`src/rtl/demux_lane_deserializer.sv`:
```
// ---------------------------------------------------------------------------
// demux_lane_deserializer
//
// Purpose:
//   Consumes the lane vector of a 1-to-N bit demux together with the select
//   that produced it. The bit on the selected lane is shifted, LSB-first, into
//   that lane's private history register. When a lane has collected WORD_W
//   bits, {channel, word} is presented on a one-deep valid/ready output stage.
//   Lanes assemble independently, so interleaved selects are legal.
//
// Ports:
//   clk        in   1       single clock, rising edge
//   rst_n      in   1       synchronous, active-low reset
//   in_valid   in   1       lane vector + select valid this cycle
//   in_ready   out  1       block can accept a strobe (!out_valid || out_ready)
//   in_sel     in   SEL_W   select value applied to the demux for this strobe
//   in_lanes   in   LANES   demux outputs; bit in_sel carries the data bit
//   flush      in   1       clear all lane bit counters, drop same-cycle accept
//   out_valid  out  1       assembled word available
//   out_ready  in   1       consumer takes the word when out_valid && out_ready
//   out_chan   out  SEL_W   lane index the word came from
//   out_word   out  WORD_W  assembled word, first received bit in bit 0
//   sel_err    out  1       sticky lane-check error
//
// Build option:
//   DEMUX_LANE_CHECK_EN  when defined, an accepted strobe that has any lane
//                        bit set other than bit in_sel sets sel_err, sticky
//                        until reset. When undefined, sel_err is tied low.
// ---------------------------------------------------------------------------
module demux_lane_deserializer #(
    parameter int LANES  = 8,
    parameter int SEL_W  = 3,
    parameter int WORD_W = 8
) (
    input  logic              clk,
    input  logic              rst_n,
    input  logic              in_valid,
    output logic              in_ready,
    input  logic [SEL_W-1:0]  in_sel,
    input  logic [LANES-1:0]  in_lanes,
    input  logic              flush,
    output logic              out_valid,
    input  logic              out_ready,
    output logic [SEL_W-1:0]  out_chan,
    output logic [WORD_W-1:0] out_word,
    output logic              sel_err
);

    localparam int CNT_W = (WORD_W > 2) ? $clog2(WORD_W) : 1;
    localparam logic [CNT_W-1:0] CNT_LAST = CNT_W'(WORD_W - 1);
    localparam logic [CNT_W-1:0] CNT_ONE  = CNT_W'(1);

    typedef enum logic [0:0] {
        ST_EMPTY = 1'b0,
        ST_FULL  = 1'b1
    } out_state_t;

    // Only the most recent WORD_W-1 bits of a lane need storing: the final bit
    // of a word goes straight from in_lanes into the output register.
    logic [WORD_W-2:0] hist_q [LANES];
    logic [WORD_W-2:0] hist_d [LANES];
    logic [CNT_W-1:0]  cnt_q  [LANES];
    logic [CNT_W-1:0]  cnt_d  [LANES];

    out_state_t        state_q;
    out_state_t        state_d;
    logic [SEL_W-1:0]  out_chan_q;
    logic [SEL_W-1:0]  out_chan_d;
    logic [WORD_W-1:0] out_word_q;
    logic [WORD_W-1:0] out_word_d;

    logic              in_ready_s;
    logic              acc_s;
    logic              take_s;
    logic              bit_s;
    logic              last_s;
    logic              complete_s;
    logic [WORD_W-1:0] new_word_s;

    // Shift one new bit in at the MSB end of a lane's partial word.
    function automatic logic [WORD_W-1:0] shift_in(input logic [WORD_W-2:0] hist,
                                                   input logic              b);
        return {b, hist};
    endfunction

    assign in_ready  = in_ready_s;
    assign out_valid = (state_q == ST_FULL);
    assign out_chan  = out_chan_q;
    assign out_word  = out_word_q;

    // Handshake decode and the selected lane's candidate word.
    always_comb begin
        in_ready_s = (state_q == ST_EMPTY) || out_ready;
        acc_s      = in_valid && in_ready_s;
        // A flush in the same cycle drops the accepted strobe entirely.
        take_s     = acc_s && !flush;
        bit_s      = in_lanes[in_sel];
        last_s     = (cnt_q[in_sel] == CNT_LAST);
        complete_s = take_s && last_s;
        new_word_s = shift_in(hist_q[in_sel], bit_s);
    end

    // Per-lane history and bit-count next state.
    always_comb begin
        for (int i = 0; i < LANES; i++) begin
            hist_d[i] = hist_q[i];
            cnt_d[i]  = cnt_q[i];
            if (flush) begin
                cnt_d[i] = '0;
            end else if (take_s && (in_sel == SEL_W'(i))) begin
                hist_d[i] = new_word_s[WORD_W-1:1];
                if (last_s) begin
                    cnt_d[i] = '0;
                end else begin
                    cnt_d[i] = cnt_q[i] + CNT_ONE;
                end
            end else begin
                cnt_d[i] = cnt_q[i];
            end
        end
    end

    // Output stage: next state and word/channel capture.
    always_comb begin
        state_d    = state_q;
        out_chan_d = out_chan_q;
        out_word_d = out_word_q;
        case (state_q)
            ST_EMPTY: begin
                if (complete_s) begin
                    state_d = ST_FULL;
                end else begin
                    state_d = ST_EMPTY;
                end
            end
            ST_FULL: begin
                // While stalled in_ready is low, so no completion can occur.
                if (out_ready) begin
                    if (complete_s) begin
                        state_d = ST_FULL;
                    end else begin
                        state_d = ST_EMPTY;
                    end
                end else begin
                    state_d = ST_FULL;
                end
            end
            default: begin
                state_d = ST_EMPTY;
            end
        endcase
        if (complete_s) begin
            out_chan_d = in_sel;
            out_word_d = new_word_s;
        end else begin
            out_chan_d = out_chan_q;
            out_word_d = out_word_q;
        end
    end

    // State registers with synchronous active-low reset.
    always_ff @(posedge clk) begin
        if (!rst_n) begin
            state_q    <= ST_EMPTY;
            out_chan_q <= '0;
            out_word_q <= '0;
            for (int i = 0; i < LANES; i++) begin
                hist_q[i] <= '0;
                cnt_q[i]  <= '0;
            end
        end else begin
            state_q    <= state_d;
            out_chan_q <= out_chan_d;
            out_word_q <= out_word_d;
            for (int i = 0; i < LANES; i++) begin
                hist_q[i] <= hist_d[i];
                cnt_q[i]  <= cnt_d[i];
            end
        end
    end

`ifdef DEMUX_LANE_CHECK_EN
    logic sel_err_q;
    logic sel_err_d;

    // One-hot lane mask for a select value.
    function automatic logic [LANES-1:0] lane_mask(input logic [SEL_W-1:0] sel);
        logic [LANES-1:0] m;
        m      = '0;
        m[sel] = 1'b1;
        return m;
    endfunction

    // Sticky error when any non-selected lane is active on an accepted strobe.
    always_comb begin
        sel_err_d = sel_err_q;
        if (acc_s && ((in_lanes & ~lane_mask(in_sel)) != '0)) begin
            sel_err_d = 1'b1;
        end else begin
            sel_err_d = sel_err_q;
        end
    end

    // Error flag register, cleared only by reset.
    always_ff @(posedge clk) begin
        if (!rst_n) begin
            sel_err_q <= 1'b0;
        end else begin
            sel_err_q <= sel_err_d;
        end
    end

    assign sel_err = sel_err_q;
`else
    assign sel_err = 1'b0;
`endif

endmodule
```
`config.mk`:
```
export PLATFORM = sky130hd
export DESIGN_NAME = demux_lane_deserializer
export DESIGN_NICKNAME = d
export VERILOG_FILES = /design/src/rtl/demux_lane_deserializer.sv
export SDC_FILE = /design/constraint.sdc
export NUM_CORES = 1
export LEC_CHECK = 0
export CORE_ASPECT_RATIO = 0.8
export CORE_UTILIZATION = 46
export CTS_CLUSTER_SIZE = 20
export DETAILED_ROUTE_END_ITERATION = 6
export GPL_ROUTABILITY_DRIVEN = 0
export HOLD_SLACK_MARGIN = 0.05
export MAX_ROUTING_LAYER = met4
export PLACE_DENSITY = 0.63
export SLEW_MARGIN = 20
export SYNTH_ARGS = -nofsm -noshare
export SYNTH_HDL_FRONTEND = slang
export SYNTH_SLANG_ARGS = --single-unit
```
`constraint.sdc`:
```
create_clock -name clk -period 5.6 [get_ports clk]
set_clock_uncertainty 0.15 [all_clocks]
set_input_delay 0.84 -clock clk [delete_from_list [all_inputs] [get_ports clk]]
set_output_delay 0.84 -clock clk [all_outputs]
set_load 0.01 [all_outputs]
```
### Word-level counts from Yosys, hierarchy flattened

Memories as Yosys holds them, arrays and structs flattened.
Cells that the tools add are included.
W data, S select, Z words.

* register bits: 12
* memory bits (writable): 80
* bits of input ports: 16
* memories kept: 2

Memory list
* hist_q: depth 8, bits a word 7, read ports 1, clocked after memory_dff 0, wr ports 8, RTL line 60 `logic [WORD_W-2:0] hist_q [LANES];`
* cnt_q: depth 8, bits a word 3, read ports 9, clocked after memory_dff 0, wr ports 8, RTL line 62 `logic [CNT_W-1:0] cnt_q [LANES];`

* add/subtract/negate cells: 8
* magnitude comparators: 1
* equality and inequality tests: 24
* muxes and demuxes: 63
* bitwise operators: 17
* reductions and logical operators: 22

Operators with widths (count)
* $mux W7: 24
* $mux W3: 32
* $add A3 B1 Y3 const B: 8
* $reduce_and A3 Y1: 8
* $ne A2 B2 Y1 const B: 8
* $or A1 B1 Y1: 16
* $eq A3 B3 Y1 const B: 5
* $logic_and A1 B1 Y1: 11
* $ne A1 B1 Y1 const B: 8
* $eq A3 B2 Y1 const B: 2
* $mux W1: 5
* $lt A3 B4 Y1 const B: 1
* $bmux W1 S3: 1
* $eq A3 B1 Y1 const B: 1
* $logic_not A3 Y1: 1
* $pmux W1 S2: 1
* $logic_not A1 Y1: 1
* $logic_or A1 B1 Y1: 1
* $not A1 Y1: 1

### Depth between registers and ports, before layout

* depth in word-level cells: 8
* gate-level depth with buffers: 7
* gate-level depth less buffers: 6

### Least setup slack after synthesis

OpenSTA, ideal clock, no wires.

* path type: input-to-reg
* from: input in_sel[0]
* to: memory hist_q[5][6] (netlist name), data pin
* arrival: 2.094 ns
* data required time: 5.184 ns
* slack: 3.090 ns
* stages: 6
* path through: buf_6 -> buf_4 -> mux4_2 -> mux2_2 -> nand2_1 -> nor2_1

RTL lines
* from (decl): RTL line 39 `input logic [SEL_W-1:0] in_sel,`
* to (decl): RTL line 60

==> flow_summary_export.csv <==
group,metric,value,unit
hold_path,min_to,"out_word[5]$_SDFFE_PN0P_",
die,boundaryPins,30,
die,rows,31,
yosys,ys_ff_latch,92,
placement,pre_cts_ws,1.68,ns
cts,cts_tree,"done",
critical_path,reg2reg_slack,2.98,ns
timing,finalSetupViolations,0,
finish,syn_to_final_growth,14.9,%
yosys,ys_warn_count,0,
die,core,0.00904,sq mm
timing,hold_viol_final,0,
die,initial_core_util,47.1,%
die,die_y,88.1,um
yosys,synthesis.nets,379,
pwr,switching_share,22.8,%
cts,cts_inserted_buffers,9,
routing,totalWireLength,9200,um
yosys,synthCells,355,
critical_path,rr_worst_depth,4,
routing,ant_nets,0,
grt,grt_pass1_vias,2697,
yosys,yosysUniqueCellTypes,44,
placement,place_inst,479,
status,outcome,"completed",
cts,clk_latency,0.35,ns
hold_path,hp-class,"reg -> reg",
grt,grt_max_degree,34,
grt,gr-total-overflow,0,
critical_path,critical_path_class,"in -> reg",
routing,route.detailed.drc,0,
pwr,p_int,1.16,mW
yosys,yosysSeqAreaShare,56.4,%
pwr,leakage,1.88,nW
finish,antenna_cells,0,
yosys,netlist_area,0.00426,sq mm
critical_path,startpoint_type,"primary input",
hold_path,hold_depth,2,
critical_path,cp.required,5.45,ns
placement,portBuffers,28,
yosys,synth_edf_count,56,
pwr,p_sw,0.343,mW
placement,hpwl,6040,um
die,die-area,0.00965,sq mm
cts,cts_resized,0,
timing,fin_hold_ws,0.316,ns
routing,dr.pass1.iters,5,
timing,timing.final.crit_share,60.1,%
finish,drive_gt1_share,13.9,%
yosys,syn_avg_cell_area,12.0,sq um
pwr,power_frac_comb,6.7,%
pwr,peakVddDrop,199,uV
die,die_w,110,um
timing,setup-tns-final,0,ns
critical_path,critPathArrivalTime,3.22,ns
timing,maxSlewViolCount,0,
run,max_cap_violations,0,
timing,period_minus_slack,3.36,ns
cts,cts_max_level,3,
timing,setup_slack,2.24,ns
grt,grt_util_met1,30.7,%
pwr,p_seq_share,49.6,%
critical_path,rr_startpoint,"out_valid$_SDFF_PN0_",
grt,antenna_found_initial,0,
cts,path_clk_slew,0.07,ns
cts,cts_sinks,92,
hold_path,hold_start,"out_word[5]$_SDFFE_PN0P_",
cts,clockRootBuffer,"clkbuf_16",
yosys,ys.flop_type,"edfxtp_1",
cts,cts_buffer_depth,2,
routing,dr.first_iter.drc_count,171,
grt,top_usage_layer,"met2",
pwr,p_clk_share,43.7,%
timing,slew_headroom,41.7,%
finish,final_cells,495,
yosys,synthArstFlopShare,0,%
cts,cts_setup_buffers,0,
grt,grt.total_usage,22.0,%
pwr,power_per_cell_area,308,mW/mm^2
critical_path,r2r_end,"hist_q[5][3]$_SDFFCE_PN0P_",
routing,vias,2755,
cts,ctsHoldBuffers,0,
routing,vias_per_cell,5.57,
timing,rsz0062_at_grt,"no",
routing,wl_per_cell,18.6,um
critical_path,end_kind,"register",
grt,met3_usage,3.79,%
timing,max_freq,297,MHz
critical_path,crit_path_max_fanout,17,
grt,grt_pass1_wl,14700,um
timing,tightest_slew,0.875,ns
finish,layout.nets,399,
grt,gr-usage-met2,32.5,%
per-layer routing:
layer / routed length [um] / vias to the layer above
met1: 4370 / 1355
met4: 116 / 0
met5: 0 / -
met2: 4240 / 71
li1: - / 1321
met3: 476 / 8
flip-flops by register name, indices dropped and copies added (netlist names):
signal,count
out_valid,1
hist_q,56
out_word,8
out_chan,3
cnt_q,24
cells by family (layout without fill, tap and decap cells):
group	Yosys count	in the layout	share of synthesized area, %
simple gates	142	142	15.4
flops	92	92	56.4
mux	40	40	14.9
buf+inv	33	58	3.99
compound gates	31	31	5.23
fa+ha+maj	8	8	2.35
xor+xnor	8	8	1.64
other cells	1	1	0.0880
cell type report:
| type | instances | area [sq um] |
|---|---|---|
| fill | 771 | 4140 |
| sequential | 92 | 2400 |
| multi-input combinational | 230 | 1690 |
| timing repair buffer | 31 | 293 |
| clock buffer | 10 | 250 |
| tap | 115 | 144 |
| clock inverter | 6 | 76.3 |
| inverter | 11 | 41.3 |
worst max path at each step:
stage                          from                          to  slack [ns]  cells after the start
final                     in_sel[2]  hist_q[4][4]$_SDFFCE_PN0P_        2.24                      4
after detailed placement  in_sel[1]  hist_q[4][0]$_SDFFCE_PN0P_        1.68                      4
after floorplan           in_sel[0]  hist_q[5][6]$_SDFFCE_PN0P_        3.09                      6
after global placement    in_sel[1]  hist_q[4][1]$_SDFFCE_PN0P_        1.68                      4
after CTS                 in_sel[1]  hist_q[4][4]$_SDFFCE_PN0P_        2.03                      4
after global routing      in_sel[2]  hist_q[4][4]$_SDFFCE_PN0P_        2.13                      4
cell usage in the layout, fill, tap and decap left out, types with 6 or more instances in the layout:
master,instances
mux4_2,18
mux2i_1,13
mux2_2,9
clkbuf_16,10
nand3_1,18
nor2b_1,6
dfxtp_1,36
nand2_1,39
inv_1,11
o21ai_0,7
clkdlybuf4s50_1,26
ha_1,8
edfxtp_1,56
nor2_1,54
stage by stage:
stage	utilization, %	power, mW	cell area (sq um)
2_1_floorplan	-	0.831	4260
3_3_place_gp	50.6	0.862	4570
3_5_place_dp	50.6	0.866	4570
4_1_cts	54.2	1.52	4900
5_1_grt	54.2	1.56	4890
6_report	54.2	1.51	4890
Yosys cell counts (4+ instances only):
cell / number / area, sq um
ha_1: 8 / 100
nor2b_1: 6 / 37.5
o22ai_1: 4 / 25.0
dfxtp_1: 36 / 721
inv_1: 11 / 41.3
buf_6: 4 / 45.0
mux2i_1: 13 / 130
xnor2_1: 5 / 43.8
nand2_1: 39 / 146
nand3_1: 18 / 90.1
a21oi_1: 5 / 25.0
buf_2: 4 / 20.0
clkbuf_1: 11 / 41.3
o21ai_0: 7 / 35.0
nand3b_1: 4 / 30.0
mux4_2: 18 / 405
mux2_2: 9 / 101
edfxtp_1: 56 / 1680
nor2_1: 54 / 203
power groups by stage:
stage | Clock [mW] | Combinational, mW | Sequential (mW)
5_1_grt | 0.696 | 0.111 | 0.750
3_3_place_gp | 0 | 0.101 | 0.762
2_1_floorplan | 0 | 0.0715 | 0.759
3_5_place_dp | 0 | 0.103 | 0.763
4_1_cts | 0.667 | 0.103 | 0.748
6_report | 0.658 | 0.101 | 0.747
worst max-delay path, cell delays in order:
cell and delay, ns:
clkdlybuf4s50_1 0.97, nor2b_1 0.25, nand4b_1 0.59, nand2_1 0.56
Power figures use the tool's default switching activity.
==> RTL change 1, RTL diff (config.mk and constraints unchanged) <==
Add a define of `DEMUX_LANE_CHECK_EN`.
--- a/src/rtl/demux_lane_deserializer.sv
+++ b/src/rtl/demux_lane_deserializer.sv
@@ -28,4 +28,6 @@
 //                        until reset. When undefined, sel_err is tied low.
 // ---------------------------------------------------------------------------
+`define DEMUX_LANE_CHECK_EN
+
 module demux_lane_deserializer #(
     parameter int LANES  = 8,
Behaviour: not the same (Yosys sat finds a counterexample within 4 cycles, from zero or initial values and one cycle with rst_n low).
==> RTL change 1 against the unedited design <==
  * Sequential share of layout area fell by 0.59 points
  * Sequential cell count rose by 1
  * Worst setup slack got worse by 0.21 ns
  * Routed wire length rose by 4.9%
  * Largest power group unchanged
  * Final area rose by 2.1%
  * Register-to-register slack improved by 0.34 ns
  * Area after synthesis rose by 2.1%
  * Power fell by 2.6%
  * Synthesized cell count rose by 6.8%
  * Highest routed layer unchanged
==> RTL change 1: results (changes against the unedited design) <==
qor: finish.top_register hist_q
qor: logic_synthesis.synthDistinctLibCells 43 [-2.3%]
qor: grt.global_route.usage.total 21.8% [-0.19 points]
qor: hold_path.hold_class reg -> reg
qor: finish.n_fill_cell 770 [-0.13%]
qor: logic_synthesis.synth_compound_area_share 6.96% [+1.7 points]
qor: grt.number_of_global_route_vias_before_repair 2,763 [+2.4%]
qor: logic_synthesis.yosysSeqAreaShare 55.7% [-0.69 points]
qor: route.drt_first_pass_iters 5 [unchanged]
qor: placed_design.placed_area 4710 um^2 [+3.0%]
qor: logic_synthesis.synthTopCellsByArea edfxtp_1, dfxtp_1, mux4_2, nor2_1, nand2_1
qor: route.dr.first_iter.drc_count 198 [+16%]
qor: power_and_ir_drop.power_sequential 0.756 mW [+1%]
qor: route.via_per_inst 5.75 [+3.4%]
qor: power_and_ir_drop.max_ir_drop_vdd 0.238 mV [+20%]
qor: grt.grt_first_pass_wirelength 15,500 um [+5.2%]
qor: route.via_count 3,021 [+9.7%]
qor: logic_synthesis.share_of_flip_flops_with_an_asynchronous_set_or_reset 0% [unchanged]
qor: placed_design.numPlacedInstances 509 [+6.3%]
qor: clock_network.cts_max_path_buffers 2 [unchanged]
qor: power_and_ir_drop.power 1.47 mW [-2.6%]
qor: clock_network.later_pin_clock_latency_in_the_skew_report 0.34 ns
qor: logic_synthesis.syn-num-nets 403 [+6.3%]
qor: grt.largest_net_degree_at_the_start_of_global_routing 35 [+2.9%]
qor: finish.layout-drive-gt1-share 12.4% [-1.5 points]
qor: critical_path.critical_path.max_fanout 15 [-2]
qor: logic_synthesis.netlist_top_cells_count nor2_1, edfxtp_1, nand2_1
qor: placed_design.pre_cts_ws 1.46 ns [-0.213 ns]
qor: placed_design.place_hpwl 6610 um [+9.5%]
qor: clock_network.postCtsSetupRepairBufs 0 [unchanged]
qor: critical_path.critPathArrivalTime 3.49 ns [+0.27 ns]
qor: placed_design.port-buffer-count 29 [+3.6%]
qor: power_and_ir_drop.switching_share 21.4% [-1.4 points]
qor: logic_synthesis.synth_edf_count 56 [unchanged]
qor: logic_synthesis.xor_xnor_portion_of_the_synthesized_cell_area 1.61% [-0.034 points]
qor: route.totalWireLength 9650 um [+4.9%]
qor: power_and_ir_drop.leakage 1.84 nW [-1.7%]
qor: outcome.outcome completed
qor: logic_synthesis.multiplexer_share_of_the_synthesized_area 14.1% [-0.85 points]
qor: finish.finish.net_count 429 [+7.5%]
qor: clock_network.ctsHtreeMaxLevel 3 [unchanged]
qor: clock_network.cts.root.buffer_cell clkbuf_16
qor: sta.worst_slew_pin_slew 1.05 ns [+0.178 ns]
qor: sta.timing.fmax 280 MHz [-5.9%]
qor: logic_synthesis.synth.yosys.warnings 0 [unchanged]
qor: power_and_ir_drop.clock_net_power 0.596 mW [-9.4%]
qor: logic_synthesis.synthAdderAreaFrac 2.30% [-0.048 points]
qor: logic_synthesis.postSynthCellCount 379 [+6.8%]
[RTL change 1: changes by cell type in the layout (fill, tap and decap cells not counted), sizes merged, moves of 4 or more]
cell | unedited run | this run
a311oi | 0 | 4
a21oi | 5 | 19
nand3 | 19 | 7
or3 | 0 | 5
o22ai | 4 | 0
clkbuf | 10 | 14
nand4 | 0 | 9
nand2 | 39 | 50
nor2 | 54 | 60
[RTL change 1: worst max-delay path, cell delays in order]
cell and delay (ns):
clkdlybuf4s50_1 1.03, buf_4 0.39, mux4_2 0.56, mux2_2 0.28, nand2_1 0.29, inv_1 0.11
[RTL change 1: cell type report]
type	count	area (um^2)	share of cell area, %
sequential	93	2420	48.5
timing repair buffer	33	315	6.31
multi-input combinational	254	1770	35.5
clock buffer	14	254	5.08
tap	115	144	2.88
inverter	14	52.6	1.05
clock inverter	2	35.0	0.701
[RTL change 1: routing by layer]
metal | vias up | track usage, % | routed length, um
met4 | 0 | 5.45 | 107
met5 | - | - | 0
met1 | 1494 | 31.1 | 4650
met3 | 11 | 4.54 | 546
li1 | 1435 | - | -
met2 | 81 | 32.0 | 4350
[RTL change 1: final timing paths]
| path | to | depth (start not counted) | slack (ns) | start |
|---|---|---|---|---|
| worst max register to register | hist_q[3][3] | 5 | 3.32 | out_valid |
| worst min-delay path | out_word[3] | 2 | 0.31 | out_word[3] |
| worst max-delay path | hist_q[7][2] | 6 | 2.03 | in_sel[0] |
| worst min register to register | out_word[3] | 2 | 0.31 | out_word[3] |
[RTL change 1: logic make-up after synthesis]
logic type / Yosys count
AO/OA/AOI/OAI: 46
XOR/XNOR: 8
adder cells (fa/ha/maj): 8
buffers and inverters: 32
flip-flops: 93
multiplexers: 40
AND/OR/NAND/NOR: 152
==> RTL change 2, RTL diff (same settings) <==
Without the edit above. Take the reset off `out_word_q` and load it in a clocked block of its own.
--- a/src/rtl/demux_lane_deserializer.sv
+++ b/src/rtl/demux_lane_deserializer.sv
@@ -164,5 +164,4 @@
             state_q    <= ST_EMPTY;
             out_chan_q <= '0;
-            out_word_q <= '0;
             for (int i = 0; i < LANES; i++) begin
                 hist_q[i] <= '0;
@@ -172,5 +171,4 @@
             state_q    <= state_d;
             out_chan_q <= out_chan_d;
-            out_word_q <= out_word_d;
             for (int i = 0; i < LANES; i++) begin
                 hist_q[i] <= hist_d[i];
@@ -178,4 +176,8 @@
             end
         end
+    end
+
+    always_ff @(posedge clk) begin
+        out_word_q <= out_word_d;
     end
 
Check against the original RTL: differs if rst_n is asserted again (counterexample within 10 cycles, from zero or initial values and one cycle with rst_n low); with rst_n held inactive, the same outputs for 10 cycles.
==> RTL change 2 against the unedited design <==
  * Area after synthesis grew 5.5%
  * Worst setup slack worse by 0.017 ns
  * Final area is 2.2% higher
  * Die area up 5.4%
  * Sequential share of layout area grew 0.52 points
  * Sequential cell count stayed put
  * Power shrank 3.0%
  * Highest routed layer unchanged
  * Routed wire length up 3.0%
  * Critical path depth is 1 lower
  * Combinational power grew 16%
==> RTL change 2: results (changes against the unedited design) <==
qor: logic_synthesis.syn-num-nets 414 [+9.2%]
qor: logic_synthesis.netlist_top_cells_count edfxtp_1, nor2_1, a21oi_1
qor: route.via_per_inst 5.60 [+0.54%]
qor: logic_synthesis.ys_seq_elements 92 [unchanged]
qor: finish.layout-drive-gt1-share 11.5% [-2.4 points]
qor: finish.fin_util 54.0% [-0.17 points]
qor: finish.multi_input_logic_portion_of_the_cell_area 34.9% [+0.39 points]
qor: finish.nMultiInputCombCells 253 [+10%]
qor: power_and_ir_drop.power_report.internal_total 1.14 mW [-2.2%]
qor: finish.clock_buffer_count 12 [+2]
qor: critical_path.regToRegSetupSlack 3.45 ns [+0.47 ns]
qor: grt.global_route.usage.total 21.0% [-1.0 points]
qor: power_and_ir_drop.clock_net_power 0.587 mW [-11%]
qor: clock_network.postCtsSetupRepairBufs 0 [unchanged]
qor: route.wire_per_inst 18.2 um [-2.3%]
qor: power_and_ir_drop.max_ir_drop_vdd 0.172 mV [-13%]
qor: logic_synthesis.synth_edf_count 64 [+14%]
qor: clock_network.cts_max_path_buffers 2 [unchanged]
qor: finish.buf_share 5.65% [-0.33 points]
qor: critical_path.critPathArrivalTime 3.23 ns [about the same]
qor: hold_path.holdCritStartpoint out_chan[1]
qor: finish.finish.net_count 426 [+6.8%]
qor: finish.seq_area_share 49.6% [+0.52 points]
qor: grt.number_of_global_route_vias_before_repair 2,781 [+3.1%]
qor: placed_design.place_hpwl 6540 um [+8.3%]
qor: placed_design.pre_cts_ws 1.87 ns [+0.189 ns]
qor: power_and_ir_drop.combinationalPower 0.117 mW [+16%]
qor: hold_path.worst_hold_path.endpoint out_chan[1]
qor: route.dr.first_iter.drc_count 261 [+53%]
qor: grt.largest_net_degree_at_the_start_of_global_routing 32 [-5.9%]
qor: route.via_count 2,921 [+6.0%]
qor: logic_synthesis.syn_avg_cell_area 11.5 um^2 [-4.0%]
qor: finish.n_all_buffers 29 [-6.5%]
qor: finish.n_fill_cell 813 [+5.4%]
qor: logic_synthesis.synthDistinctLibCells 47 [+6.8%]
qor: power_and_ir_drop.switchingPower 0.324 mW [-5.5%]
qor: sta.hold_ws 0.307 ns [-0.00971 ns]
qor: sta.tightest_slew_margin_relative_to_the_limit 29.6% [-12 points]
qor: grt.grt_first_pass_wirelength 15,300 um [+4.0%]
qor: placed_design.placed_area 4720 um^2 [+3.2%]
qor: critical_path.cpPeakStageDelay 1.13 ns [+0.16 ns]
qor: critical_path.critical_path.max_fanout 26 [+9]
qor: logic_synthesis.synthTopCellsByArea edfxtp_1, dfxtp_1, mux2i_1, nor2_1, a21oi_1
qor: critical_path.worst_r2r_endpoint hist_q[1][2]
qor: finish.non_clock_inverter_count 17 [+6]
qor: clock_network.cts.root.buffer_cell clkbuf_16
qor: sta.timing.final.crit_share 60.4% [+0.30 points]
qor: logic_synthesis.yosysSeqAreaShare 55.2% [-1.1 points]
qor: logic_synthesis.share_of_flip_flops_with_an_asynchronous_set_or_reset 0% [unchanged]
qor: outcome.outcome completed
qor: power_and_ir_drop.leakage 1.89 nW [+0.79%]
-- RTL change 2: cell count changes after synthesis, sizes merged, moves of 8 or more --
| cell | delta |
|---|---|
| a21oi | +27 |
| mux4 | -16 |
| dfxtp | -8 |
| nand2 | -16 |
| nand4 | +12 |
| nand4b | +11 |
| mux2i | +14 |
| edfxtp | +8 |
| nand3 | -10 |
| buf | +11 |
-- RTL change 2: routing by layer --
metal,global-route usage (%),share of wire (%)
met5,-,0
met1,29.9,50
met4,6.11,1.0
met2,30.0,43
met3,4.50,5.7
-- RTL change 2: logic make-up after synthesis --
group,share of synthesized area [%]
muxes,9.02
and+or+nand+nor,16.8
other,0.0835
xor gates and xnor gates,1.56
adders and majority gates,2.23
AOI/OAI and AO/OA,9.13
buffers and inverters,5.90
DFF,55.2
-- RTL change 2: worst reg2reg max path: stages (launching register included) --
cell and delay [ns]:
dfxtp_1 0.30, nor2b_1 0.14, inv_2 0.17, nand4b_1 0.53
nand2_1 0.51
